## src/rtl/mem_scheduler.sv

```systemverilog
`default_nettype none
// ============================================================================
// Module      : mem_scheduler
// Description : Arbitrates icache and load/store word requests onto the single
//               byte-wide RAM/IO port, serialising each request into bytes.
// Revision    : 1.0 - initial release
// ============================================================================
module mem_scheduler #(
  parameter logic [1:0] IO_SEL = 2'b11,
  parameter int         ADDR_W = 32
) (
  input  logic              clk,
  input  logic              rst,
  input  logic              rdy,
  input  logic [7:0]        mem_din,
  output logic [7:0]        mem_dout,
  output logic [ADDR_W-1:0] mem_a,
  output logic              mem_wr,
  input  logic              io_buffer_full,
  input  logic              flush,
  input  logic              ic_req,
  input  logic [ADDR_W-1:0] ic_addr,
  output logic              ic_done,
  output logic [31:0]       ic_data,
  input  logic              ls_req,
  input  logic              ls_we,
  input  logic [1:0]        ls_size,
  input  logic [ADDR_W-1:0] ls_addr,
  input  logic [31:0]       ls_wdata,
  output logic              ls_done,
  output logic [31:0]       ls_rdata
);

  typedef enum logic [1:0] {
    S_IDLE = 2'd0,
    S_RD   = 2'd1,
    S_WR   = 2'd2
  } state_t;

  localparam logic c_own_ic = 1'b0;
  localparam logic c_own_ls = 1'b1;

  state_t            r_state, w_state_nx;
  logic [ADDR_W-1:0] r_base, w_base_nx;
  logic [2:0]        r_n, w_n_nx;
  logic [2:0]        r_cap, w_cap_nx;
  logic              r_pend, w_pend_nx;
  logic              r_owner, w_owner_nx;
  logic              r_last, w_last_nx;
  logic [31:0]       r_wdata, w_wdata_nx;
  logic [31:0]       r_asm, w_asm_nx;
  logic [31:0]       r_ic_data, w_ic_data_nx;
  logic [31:0]       r_ls_rdata, w_ls_rdata_nx;
  logic              r_ic_done, w_ic_done_nx;
  logic              r_ls_done, w_ls_done_nx;

  logic [2:0]        w_ls_n;
  logic              w_ic_vld, w_ls_vld, w_grant_ls, w_grant_ic;
  logic [2:0]        w_cap_inc, w_rd_aidx, w_aidx;
  logic              w_rd_last, w_stall, w_mem_wr;
  logic [ADDR_W-1:0] w_cur_addr;

  assign ic_done  = r_ic_done & rdy;
  assign ls_done  = r_ls_done & rdy;
  assign ic_data  = r_ic_data;
  assign ls_rdata = r_ls_rdata;

  assign w_ls_n     = (ls_size == 2'd0) ? 3'd1 : (ls_size == 2'd1) ? 3'd2 : 3'd4;
  assign w_ic_vld   = ic_req & ~ic_done;
  assign w_ls_vld   = ls_req & ~ls_done;
  assign w_grant_ls = w_ls_vld & (~w_ic_vld | (r_last == c_own_ic));
  assign w_grant_ic = w_ic_vld & ~w_grant_ls;

  // r_pend means the address driven last cycle returns its byte on mem_din now.
  // While frozen, mem_a points at the byte still owed so the data is valid on resume.
  assign w_cap_inc  = r_cap + {2'b00, r_pend};
  assign w_rd_last  = (w_cap_inc == r_n);
  assign w_rd_aidx  = w_rd_last ? (r_n - 3'd1) : w_cap_inc;
  assign w_aidx     = ((r_state == S_RD) && rdy) ? w_rd_aidx : r_cap;
  assign w_cur_addr = r_base + ADDR_W'(w_aidx);
  assign w_stall    = (w_cur_addr[17:16] == IO_SEL) & io_buffer_full;
  assign w_mem_wr   = (r_state == S_WR) & rdy & ~w_stall;

  assign mem_a    = w_cur_addr;
  assign mem_wr   = w_mem_wr;
  assign mem_dout = w_mem_wr ? r_wdata[8*r_cap[1:0] +: 8] : 8'h00;

  always_comb begin
    w_state_nx    = r_state;
    w_base_nx     = r_base;
    w_n_nx        = r_n;
    w_cap_nx      = r_cap;
    w_pend_nx     = r_pend;
    w_owner_nx    = r_owner;
    w_last_nx     = r_last;
    w_wdata_nx    = r_wdata;
    w_asm_nx      = r_asm;
    w_ic_data_nx  = r_ic_data;
    w_ls_rdata_nx = r_ls_rdata;
    w_ic_done_nx  = r_ic_done;
    w_ls_done_nx  = r_ls_done;
    if (rdy) begin
      w_ic_done_nx = 1'b0;
      w_ls_done_nx = 1'b0;
      case (r_state)
        S_IDLE: begin
          if (!flush && (w_grant_ls || w_grant_ic)) begin
            w_cap_nx  = 3'd0;
            w_pend_nx = 1'b0;
            w_asm_nx  = 32'h0;
            if (w_grant_ls) begin
              w_base_nx  = ls_addr;
              w_n_nx     = w_ls_n;
              w_owner_nx = c_own_ls;
              w_last_nx  = c_own_ls;
              w_wdata_nx = ls_wdata;
              w_state_nx = ls_we ? S_WR : S_RD;
            end else begin
              w_base_nx  = ic_addr;
              w_n_nx     = 3'd4;
              w_owner_nx = c_own_ic;
              w_last_nx  = c_own_ic;
              w_state_nx = S_RD;
            end
          end
        end
        S_RD: begin
          if (flush) begin
            w_state_nx = S_IDLE;
            w_pend_nx  = 1'b0;
          end else begin
            if (r_pend) w_asm_nx[8*r_cap[1:0] +: 8] = mem_din;
            w_cap_nx = w_cap_inc;
            if (w_rd_last) begin
              w_state_nx = S_IDLE;
              w_pend_nx  = 1'b0;
              if (r_owner == c_own_ic) begin
                w_ic_data_nx = w_asm_nx;
                w_ic_done_nx = 1'b1;
              end else begin
                w_ls_rdata_nx = w_asm_nx;
                w_ls_done_nx  = 1'b1;
              end
            end else begin
              w_pend_nx = 1'b1;
            end
          end
        end
        S_WR: begin
          // Stores are already committed, so flush never interrupts them.
          if (!w_stall) begin
            w_cap_nx = r_cap + 3'd1;
            if (r_cap == (r_n - 3'd1)) begin
              w_state_nx   = S_IDLE;
              w_ls_done_nx = 1'b1;
            end
          end
        end
        default: w_state_nx = S_IDLE;
      endcase
    end
  end

  always_ff @(posedge clk) begin
    if (!rst) begin
      r_state    <= S_IDLE;
      r_base     <= '0;
      r_n        <= 3'd0;
      r_cap      <= 3'd0;
      r_pend     <= 1'b0;
      r_owner    <= c_own_ic;
      r_last     <= c_own_ic;
      r_wdata    <= 32'h0;
      r_asm      <= 32'h0;
      r_ic_data  <= 32'h0;
      r_ls_rdata <= 32'h0;
      r_ic_done  <= 1'b0;
      r_ls_done  <= 1'b0;
    end else begin
      r_state    <= w_state_nx;
      r_base     <= w_base_nx;
      r_n        <= w_n_nx;
      r_cap      <= w_cap_nx;
      r_pend     <= w_pend_nx;
      r_owner    <= w_owner_nx;
      r_last     <= w_last_nx;
      r_wdata    <= w_wdata_nx;
      r_asm      <= w_asm_nx;
      r_ic_data  <= w_ic_data_nx;
      r_ls_rdata <= w_ls_rdata_nx;
      r_ic_done  <= w_ic_done_nx;
      r_ls_done  <= w_ls_done_nx;
    end
  end

endmodule
`default_nettype wire

```

## config.mk

```make
export PLATFORM = sky130hd
export DESIGN_NAME = mem_scheduler
export DESIGN_NICKNAME = d
export VERILOG_FILES = /design/src/rtl/mem_scheduler.sv
export SDC_FILE = /design/constraint.sdc
export NUM_CORES = 1
export LEC_CHECK = 0
export BUFFER_PORTS_ARGS = -buffer_cell sky130_fd_sc_hd__buf_2
export CAP_MARGIN = 10
export CORE_ASPECT_RATIO = 1.5
export CORE_MARGIN = 4
export CORE_UTILIZATION = 31
export DETAILED_ROUTE_END_ITERATION = 10
export GPL_TIMING_DRIVEN = 0
export PLACE_DENSITY = 0.57
export SKIP_LAST_GASP = 1
export SLEW_MARGIN = 10
export SYNTH_ARGS = -nofsm -noshare
export SYNTH_HDL_FRONTEND = slang
export SYNTH_SLANG_ARGS = --single-unit
```

## constraint.sdc

```tcl
create_clock -name clk -period 5.1 [get_ports clk]
set_input_delay 1.02 -clock clk [delete_from_list [all_inputs] [get_ports clk]]
set_output_delay 1.02 -clock clk [all_outputs]
set_load 0.02 [all_outputs]
```

# Word-level counts from Yosys, hierarchy flattened
# Index checks and enable logic that the tools add are counted.
# W data, S select, Z words.
[totals]
regBits = 172
latch_bits = 0
ramBits = 0
mem_bits_ro = 0
inputBits = 114
output_inout_bits = 107
wordCells = 103
mem_count = 0
[op_classes]
addsub = 5
n_mul = 0
div_mod_pow = 0
n_lt_le_gt_ge = 0
eq_ne = 11
shifts = 3
mux = 39
bitwise_logic = 17
n_reduce_logical = 16
[op_table]
columns = ["op", "count"]
rows = [
  ["$mux W32", 4],
  ["$pmux W32 S2", 1],
  ["$neg A5 Y34", 1],
  ["$shift A8 B34 Y32 const A", 1],
  ["$shiftx A8 B34 Y32", 1],
  ["$add A32 B3 Y32", 1],
  ["$bwmux W32", 1],
  ["$shiftx A32 B6 Y8", 1],
  ["$mux W3", 8],
  ["$reduce_and A5 Y1", 4],
  ["$mux W2", 7],
  ["$mux W1", 13],
  ["$and A1 B1 Y1", 9],
  ["$pmux W3 S3", 1],
  ["$mux W8", 1],
  ["$reduce_and A4 Y1", 2],
  ["$not A1 Y1", 7],
  ["$eq A3 B3 Y1", 2],
  ["$ne A2 B2 Y1 const B", 3],
  ["$pmux W2 S3", 1],
  ["$reduce_and A3 Y1", 2],
  ["$eq A2 B1 Y1 const B", 2],
  ["$eq A2 B2 Y1 const B", 2],
  ["$logic_not A2 Y1", 2],
  ["other kinds (12)", 14],
]

# Depth between registers and ports, before layout
# Gate-level depths: netlist (run 1).
[logic_depth]
ltp_word = 12
mapped_depth = 16
depth_no_buf = 16

# Worst setup path before layout (run 1)
# No wires, ideal clock.
[synth_path]
path_type = "flip-flop to output port"
from = "register r_cap[0]"
to = "output port mem_dout[5]"
arrival_time_ps = 3374
required_time_ps = 4080
setup_slack_ps = 706
stages_incl_launch_ff = 16
n_path_buf = 0
cell_sequence = "dfxtp_1 -> ha_1 -> ha_1 -> xor2_1 -> nor2_1 -> nand2_2 -> a211oi_1 -> a21oi_1 -> ha_1 -> fa_1 -> a21oi_1 -> nor3_1 -> a41o_1 -> a32oi_1 -> nand3_2 -> nor2b_1"
[synth_between]
elab_chain_cells = 10
word_cells_on_any_way = 11
cone_classes = "add/sub: 2; eq/ne: 2; shift: 1; mux: 3; bitwise: 3"
[synth_rtl]
columns = ["item", "line_no", "text"]
rows = [
  ["from (decl)", "46", "logic [2:0] r_cap, w_cap_nx;"],
  ["from (signal assigned)", "183", "r_cap <= w_cap_nx;"],
  ["$add A3 B1 Y3", "76", "assign w_cap_inc = r_cap + {2'b00, r_pend};"],
  ["$eq A3 B3 Y1", "77", "assign w_rd_last = (w_cap_inc == r_n);"],
  ["$mux W3", "78", "assign w_rd_aidx = w_rd_last ? (r_n - 3'd1) : w_cap_inc;"],
  ["$mux W3", "79", "assign w_aidx = ((r_state == S_RD) && rdy) ? w_rd_aidx : r_cap;"],
  ["$add A32 B3 Y32", "80", "assign w_cur_addr = r_base + ADDR_W'(w_aidx);"],
  ["$eq A2 B2 Y1", "81", "assign w_stall = (w_cur_addr[17:16] == IO_SEL) & io_buffer_full;"],
  ["$and A1 B1 Y1", "81", ""],
  ["$not A1 Y1", "82", "assign w_mem_wr = (r_state == S_WR) & rdy & ~w_stall;"],
  ["$and A1 B1 Y1", "82", ""],
  ["$mux W8 (*)", "86", "assign mem_dout = w_mem_wr ? r_wdata[8*r_cap[1:0] +: 8] : 8'h00;"],
  ["to (decl)", "16", "output logic [7:0] mem_dout,"],
]
# Every way passes the cells marked *; elsewhere a longest branch is shown, timed or not.

# Worst setup path in the final report (run 1)
[layout_path]
from = "register r_cap[0]"
to = "output port mem_dout[3]"
# The elaborated chain is that of the path after synthesis.

==> impl_metrics.toml, run 1 <==
[critical_path]
critPathMaxStageDelay_ns = 0.38
ff2ff_path_depth = 16
cp_data_arrival_time_ns = 3.91
reg2reg_to = "r_cap[2]"
worstSetupPathType = "reg -> out"
crit_chain = "ha_2, ha_4, xor2_2, nor2_2, nand2_2, nor2_1, a211oi_2, a21oi_2, ha_2, fa_2, a21oi_2, nor3_1, a41o_1, a32oi_4, buf_12, nand3_4, and2b_1, buf_4"
cp_slowest_cell = "dfxtp_4"
rrSetupSlack_ns = 1.54
crit_fanout = 8
crit_path_end_kind = "output pin"
r2r_start = "r_cap[0]"
required_ns = 4.08
start_kind = "register"

[detailed_routing]
viasPerCell = 5.111
wl_met2_microns = 15000
first_pass_iters = 5
postRouteAntennaNets = 0
wl_per_cell_microns = 18.13
routed_wl_microns = 28020
wl_met3_microns = 1314
highest_layer = "met4"
drcViolationCount = 0
vias = 7897
drtIter0Drc = 458
drt-met1-wl_microns = 10890

[placement]
place_hpwl_microns = 21190
dpl_cell_area_sq_um = 9494
port_buffers = 219
dp_slack_ns = -0.001758
routabilityCongestion = 0.8226

[floorplanning]
rows = 71
io-pin-count = 221
fp.coreArea_sq_um = 25230
die_area_sq_um = 28450
die_h_microns = 204.6
die-width_microns = 139.1
start_util_pct = 31.66

[hold_path]
hold_start = "r_wdata[30]"
hp-class = "reg -> reg"
hold_end = "r_wdata[30]"
whs_path_depth = 2

[cells_and_area]
design_area_sq_um = 10230
final_nets = 1336
syn2layout_area_growth_pct = 28.07
final_util_pct = 40.55
antenna_cells = 0
drive_gt1_share_pct = 25.31

[clocking]
cts_tree = "yes"
ctsLongestPathBuffers = 2
cts_hold_buf = 0
cts_buffers = 17
cts_root_buf = "clkbuf_16"
cts.htree.levels = 4
clkSinkCount = 172
clk_latency_ns = 0.44
cts.clk_slew.worst_paths_ns = 0.07

[sta]
maxSlewHeadroom_pct = 39.15
clock.fmax_mhz = 202.7
hold_viol = 0
layout_min_cycle_time_ns = 4.933
worst_slack_ns = 0.1665
finalCritPeriodShare_pct = 96.73
finClkSkew_ns = 0.009674
tightest_slew_ns = 0.9103
finalSetupViolCount = 0
final_max_slew_viol_count = 0

[flow_run]
drv_cap = 0

[pwr]
p_sw_share_pct = 27.68
p_switching_mw = 0.8510
clkPwrFrac_pct = 40.7
combPwrFrac_pct = 13.0
power_density_nw_per_um2 = 300.6
peakVddDrop_mv = 0.2311
power.leakage_nw = 4.607
sequentialPowerShare_pct = 46.3
intPower_mw = 2.224

[global_route]
grt_pass1_wl_microns = 43480
grt_pass1_vias = 8014
grt_start_max_net_pins = 17
grt_usage_pct = 19.34
grt_antenna_before_repair = 0
overflow = 0

[synth]
dominantRegCellSynth = "dfxtp_1"
synth_common_cells = "181 x nand2_1, 172 x dfxtp_1, 130 x nor2_1"
yosys.area.top_type = "dfxtp_1"
yosysWarnings = 0
synth_nets = 1089
synth-seq-cells = 172
synth_edf_count = 0
synthTopCellsByArea = "dfxtp_1 43%, nand2_1 8.5%, a22oi_1 6.1%"
synth.top_cell.area_share_pct = 43.11
synthCells = 958
syn_area_sq_um = 7988
ys_types = 53
post_synth.cell_area_avg_sq_um = 8.338
ys_seq_area_share_pct = 43.11
synth_most_common_cell = "nand2_1"
ys_async_sr_fraction_pct = 0

[outcome]
status = "finished, final reports clean"
per-stage QoR:
stage | hold WS, ns | TNS [ns] | power, mW | std cells
4_1_cts | 0.4555 | 0 | 3.106 | 1543
2_1_floorplan | 0.4331 | 0 | 1.681 | 958
5_1_grt | 0.4711 | -0.05421 | 3.198 | 1545
3_5_place_dp | 0.4466 | -0.001758 | 1.843 | 1505
3_3_place_gp | 0.4405 | -0.01398 | 1.839 | 1505
6_report | 0.4546 | 0 | 3.075 | 1545
cell type report:
class / instances / area (sq um)
buffer: 68 / 279.0
clock buffer: 21 / 460.4
clock inverter: 10 / 91.34
fill: 2680 / 15000
inverter: 48 / 180.2
multi-input combinational: 671 / 4187
sequential: 172 / 3448
tap: 328 / 410.4
timing repair buffer: 227 / 1174
cell usage in the layout (no fill, tap or decap), types with 4 or more instances in the layout:
cell type,instances
clkinv_2,4
a211oi_1,52
nand4_1,10
xnor2_1,23
nand2_1,181
clkbuf_1,46
a31oi_1,4
a21oi_1,40
buf_2,230
nand2b_1,4
nand3_1,14
and2b_1,6
dfxtp_1,170
inv_1,47
and3_1,7
buf_4,11
clkbuf_16,17
buf_1,9
xor2_1,13
mux2i_1,5
o211a_1,14
a22oi_1,65
nor3_1,5
a311oi_1,32
ha_1,13
mux4_2,8
nor2_1,128
worst max-delay path by stage:
| stage | start | to | depth (start not counted) |
|---|---|---|---|
| floorplan | r_cap[0] | mem_dout[5] | 15 |
| global placement | r_cap[0] | mem_dout[1] | 16 |
| detailed placement | r_cap[0] | mem_dout[1] | 16 |
| CTS | r_cap[0] | mem_dout[3] | 17 |
| global route | r_cap[0] | mem_dout[7] | 18 |
| finish | r_cap[0] | mem_dout[3] | 18 |
power groups by stage:
stage               Combinational [mW]  Clock (mW)  Sequential (mW)
floorplan                        0.226           0             1.45
global placement                 0.388           0             1.45
detailed placement               0.390           0             1.45
CTS                              0.401        1.28             1.42
global route                     0.442        1.33             1.43
finish                           0.401        1.25             1.42
critical path: cells and delay by family (launching register included):
family          cells  cell delay (ns)
xor+xnor            1             0.16
buf+inv             2             0.29
simple gates        6             0.63
compound gates      5             0.94
fa+ha+maj           4             1.08
flops               1             0.38
routing by layer:
layer	vias up	track usage (%)
met1	3767	21.33
met3	47	3.783
met4	0	7.168
met5	-	0
li1	3846	-
met2	237	36.48
cells by family after synthesis:
kind of cell | synth area share, %
DFF | 43.11
and+or+nand+nor | 20.63
muxes | 2.882
xor gates and xnor gates | 4.057
AOI/OAI and AO/OA | 20.82
adders and majority gates | 2.757
buffers and inverters | 5.749
timing repair:
action,4_1_cts,5_1_grt
cloned,1,0
resized for setup,17,7
endpoints found under the setup margin,28,22
buffers inserted,6,2
pin swaps,7,5
state kept, by name (all words and copies together), names as in the netlist:
register,flops
r_ic_done,1
r_base,32
r_wdata,32
r_cap,3
r_pend,1
ic_data,32
r_ls_done,1
ls_rdata,32
r_n,3
r_asm,32
r_last,1
r_state,2
No activity file was read; power rests on OpenSTA's default activity.
==> run 2, diff against run 1 <==
CTS_BUF_LIST = sky130_fd_sc_hd__clkbuf_4 sky130_fd_sc_hd__clkbuf_8   (was not set)
==> impl_metrics.toml, run 2 (synthesis gave the netlist of run 1 again) <==
[detailed_routing]
first_pass_iters = 5
drtIter0Drc = 448
wl_per_cell_microns = 18.12
viasPerCell = 5.113
vias = 7894
drcViolationCount = 0
routed_wl_microns = 27980
postRouteAntennaNets = 0

[global_route]
grt_pass1_vias = 7979
grt_pass1_wl_microns = 43280
grt_start_max_net_pins = 17
overflow = 0
grt_antenna_before_repair = 0
grt_usage_pct = 19.24

[critical_path]
crit_fanout = 4
r2r_start = "r_cap[0]"
start_kind = "register"
cp_data_arrival_time_ns = 3.87
required_ns = 4.08
crit_path_end_kind = "output pin"
rrSetupSlack_ns = 1.61
worstSetupPathType = "reg -> out"
crit_start = "r_cap[0]"

[sta]
maxSlewHeadroom_pct = 39.65
tightest_slew_ns = 0.9029
clock.fmax_mhz = 204.6
finalSetupViolCount = 0
fin_setup_tns_ns = 0
hold_viol = 0
final_max_slew_viol_count = 0
finClkSkew_ns = 0.01605
rsz0062_at_grt = "no"
finalCritPeriodShare_pct = 95.86
layout_min_cycle_time_ns = 4.889

[cells_and_area]
n_fill_cell = 2702
syn2layout_area_growth_pct = 25.67
final_nets = 1335
drive_gt1_share_pct = 25.41
mostFrequentLayoutCell = "buf_2"
layout_common_cells = "230 x buf_2, 181 x nand2_1, 170 x dfxtp_1, 128 x nor2_1, 65 x a22oi_1"
design_area_sq_um = 10040
antenna_cells = 0

[floorplanning]
io-pin-count = 221
die-width_microns = 139.1
fp.coreArea_sq_um = 25230
die_h_microns = 204.6
start_util_pct = 31.66
die_area_sq_um = 28450
rows = 71

[clocking]
ctsLongestPathBuffers = 2
cts.clk_slew.worst_paths_ns = 0.09
cts.htree.levels = 4
cts_hold_buf = 0
cts_tree = "yes"
cts_buffers = 17
clkSinkCount = 172
clk_latency_ns = 0.47
cts_root_buf = "clkbuf_8"

[pwr]
p_switching_mw = 0.8072
combPwrFrac_pct = 14.6
clkPwrFrac_pct = 33.8
sequentialPowerShare_pct = 51.6
power_density_nw_per_um2 = 274.4
peakVddDrop_mv = 0.1601
power.leakage_nw = 4.521
p_sw_share_pct = 29.30
intPower_mw = 1.948

[flow_run]
drv_cap = 0

[placement]
routabilityCongestion = 0.8226
port_buffers = 219
dpl_cell_area_sq_um = 9494
place_hpwl_microns = 21190

[hold_path]
hold_start = "r_wdata[21]"
hp-class = "reg -> reg"

[outcome]
status = "finished, final reports clean"
==> run 2: layout make-up <==
type	instances	area [sq um]	area share (%)
Buffer	68	279.0	2.780
Clock buffer	21	276.5	2.755
Clock inverter	10	91.34	0.9099
Inverter	48	180.2	1.795
Multi-Input combinational cell	671	4187	41.71
Sequential cell	172	3448	34.35
Tap cell	328	410.4	4.088
Timing Repair Buffer	226	1166	11.62
==> run 2: power by group through the flow <==
stage	logic, mW	clock network [mW]	registers [mW]
CTS	0.401	0.962	1.42
detailed placement	0.390	0	1.45
global route	0.441	1.01	1.43
floorplan	0.226	0	1.45
global placement	0.388	0	1.45
finish	0.401	0.932	1.42
==> run 2: what timing repair did <==
| action | CTS | global route |
|---|---|---|
| pin swaps | 8 | 6 |
| gates cloned | 1 | 0 |
| setup buffers | 7 | 0 |
| gates resized for setup | 18 | 6 |
| setup endpoints to repair | 28 | 22 |
==> run 2: path summary, 6_finish.rpt <==
path | end | depth (start not counted)
worst max-delay path | mem_dout[7] | 18
worst min-delay path | r_wdata[21] | 2
worst max register to register | r_cap[1] | 16
worst min register to register | r_wdata[21] | 2
==> run 2: metrics by stage <==
stage | worst slack (ns) | total power [mW] | util [%] | hold slack, ns | instances
after floorplan | 0.7061 | 1.681 | - | 0.4331 | 958
after global placement | -0.01359 | 1.839 | 37.63 | 0.4405 | 1505
after detailed placement | -0.001758 | 1.843 | 37.63 | 0.4466 | 1505
after CTS | 0.03450 | 2.784 | 39.70 | 0.4588 | 1544
after global routing | 0.008127 | 2.877 | 39.79 | 0.4751 | 1544
final | 0.2112 | 2.755 | 39.79 | 0.4587 | 1544
==> run 2: worst max-delay path, stage by stage (launching register included) <==
cell and delay, ns:
dfxtp_4 0.36, ha_2 0.20, ha_4 0.30, xor2_2 0.16, nor2_2 0.07, nand2_2 0.11
nor2_1 0.06, a211oi_2 0.18, a21oi_2 0.07, ha_2 0.20, fa_2 0.37, a21oi_2 0.15
nor3_1 0.06, a41o_1 0.26, a32oi_4 0.24, buf_12 0.15, nand3_4 0.09, and2b_1 0.24
buf_4 0.14
==> run 2: per-layer routing <==
| layer | up-vias | part of all wire (%) | global-route usage (%) |
|---|---|---|---|
| li1 | 3841 | - | - |
| met2 | 232 | 54 | 36.50 |
| met5 | - | 0 | 0 |
| met1 | 3781 | 39 | 21.16 |
| met4 | 0 | 2.6 | 6.888 |
| met3 | 40 | 4.3 | 3.760 |
==> run 3, diff against run 2 <==
REMOVE_ABC_BUFFERS = 1   (was not set)
==> impl_metrics.toml, run 3 (synthesis gave the netlist of run 1 again) <==
[outcome]
status = "finished, final reports clean"

[clocking]
ctsLongestPathBuffers = 2
cts_buffers = 17
cts.clk_slew.worst_paths_ns = 0.09
cts_tree = "yes"
clkSinkCount = 172
cts.htree.levels = 4
clk_latency_ns = 0.47
cts_root_buf = "clkbuf_8"
cts_hold_buf = 0

[global_route]
grt_usage_pct = 17.06
overflow = 0
grt_pass1_wl_microns = 39140
grt_antenna_before_repair = 0
grt_start_max_net_pins = 80
grt_pass1_vias = 7366

[pwr]
power.leakage_nw = 4.529
power_density_nw_per_um2 = 276.5
total_power_mw = 2.795
peakVddDrop_mv = 0.1911

[critical_path]
crit_path_end_kind = "output pin"
crit_chain = "buf_2, nand2_1, a211oi_2, a21oi_1, ha_2, fa_2, a21oi_2, nor3_1, a41o_1, a32oi_4, buf_6, nand3_4, and2b_1, buf_4"
crit_fanout = 16
rrSetupSlack_ns = 1.45
start_kind = "input port"
reg2reg_to = "r_cap[0]"
required_ns = 4.08
ff2ff_path_depth = 17
r2r_start = "r_pend"
cp_slowest_cell = "fa_2"
worstSetupPathType = "in -> out"
critPathMaxStageDelay_ns = 0.37
cp_data_arrival_time_ns = 3.93

[floorplanning]
die_area_sq_um = 28450
rows = 71
die_h_microns = 204.6
io-pin-count = 221
fp.coreArea_sq_um = 25230
die-width_microns = 139.1
start_util_pct = 31.66

[cells_and_area]
seq_area_sq_um = 3455
design_area_sq_um = 10110
mostFrequentLayoutCell = "buf_2"
syn2layout_area_growth_pct = 26.55
n_fill_cell = 2682
drive_gt1_share_pct = 27.78
multi_input_area_sq_um = 4239
final_nets = 1289
antenna_cells = 0
stdcell_count = 1498
layout_common_cells = "216 x buf_2, 181 x nand2_1, 169 x dfxtp_1, 126 x nor2_1, 65 x a22oi_1"

[placement]
port_buffers = 220
dpl_cell_area_sq_um = 9459
place_hpwl_microns = 17250
place_inst = 1451
routabilityCongestion = 0.7992

[hold_path]
hold_start = "r_wdata[8]"
hold_end = "r_wdata[8]"
whs_path_depth = 2
hp-class = "reg -> reg"

[flow_run]
drv_cap = 0

[detailed_routing]
drcViolationCount = 0
drtIter0Drc = 446
first_pass_iters = 4
viasPerCell = 5.026
wl_per_cell_microns = 16.41
vias = 7529
postRouteAntennaNets = 0
routed_wl_microns = 24580

[sta]
layout_min_cycle_time_ns = 4.946
timing.hold.ws_ns = 0.4589
finalSetupViolCount = 0
clock.fmax_mhz = 202.2
tightest_slew_ns = 1.083
maxSlewHeadroom_pct = 27.65
finClkSkew_ns = 0.02024
finalCritPeriodShare_pct = 96.98
final_max_slew_viol_count = 0
hold_viol = 0
fin_setup_tns_ns = 0
-- run 3: how the worst max path moves through the flow --
stage | slack, ns | end | start
after floorplan | -0.48 | ls_rdata[0] | r_cap[0]
after global placement | -2.99 | ls_rdata[3] | r_cap[0]
after detailed placement | -0.65 | mem_dout[4] | r_cap[0]
after CTS | 0.003 | mem_a[31] | r_pend
after global routing | -0.01 | mem_dout[4] | r_pend
final | 0.15 | mem_dout[3] | rdy
-- run 3: power by group --
group,total [mW],internal (mW),switching [mW]
Clock,0.975,0.456,0.520
Combinational,0.396,0.152,0.245
Sequential,1.42,1.38,0.0395
Total,2.79,1.99,0.804
-- run 3: area by class of cell --
cell class | count | share of cell area (%)
Clock inverter | 12 | 1.362
Timing Repair Buffer | 248 | 14.11
Inverter | 48 | 1.832
Tap cell | 328 | 4.060
Clock buffer | 19 | 2.525
Sequential cell | 172 | 34.18
Multi-Input combinational cell | 671 | 41.94
-- run 3: repair_timing --
| action | CTS | global route |
|---|---|---|
| setup buffers | 7 | 8 |
| pin swaps | 5 | 6 |
| setup endpoints to repair | 38 | 26 |
| gates resized for setup | 17 | 15 |
| cloned | 1 | 0 |
-- run 3: critical path, delay by kind of cell --
family,cells,cell delay (ns)
adders and majority gates,2,0.59
AOI/OAI and AO/OA,5,0.95
and+or+nand+nor,4,0.74
buffers and inverters,3,0.61
-- run 3: metrics by stage --
stage | setup WS, ns | utilization, %
final | 0.1538 | 40.07
after global routing | -0.01442 | 40.07
after CTS | 0.003000 | 39.59
after detailed placement | -0.6536 | 37.49
after global placement | -2.989 | 36.55
after floorplan | -0.4756 | -
-- run 3: routing by layer --
layer / global-route usage [%] / vias up / routed length (microns) / part of all wire [%]
li1: - / 3758 / - / -
met5: 0 / - / 0 / 0
met1: 19.90 / 3547 / 10300 / 42
met2: 30.85 / 202 / 12650 / 51
met4: 5.245 / 0 / 376 / 1.5
met3: 4.110 / 22 / 1253 / 5.1
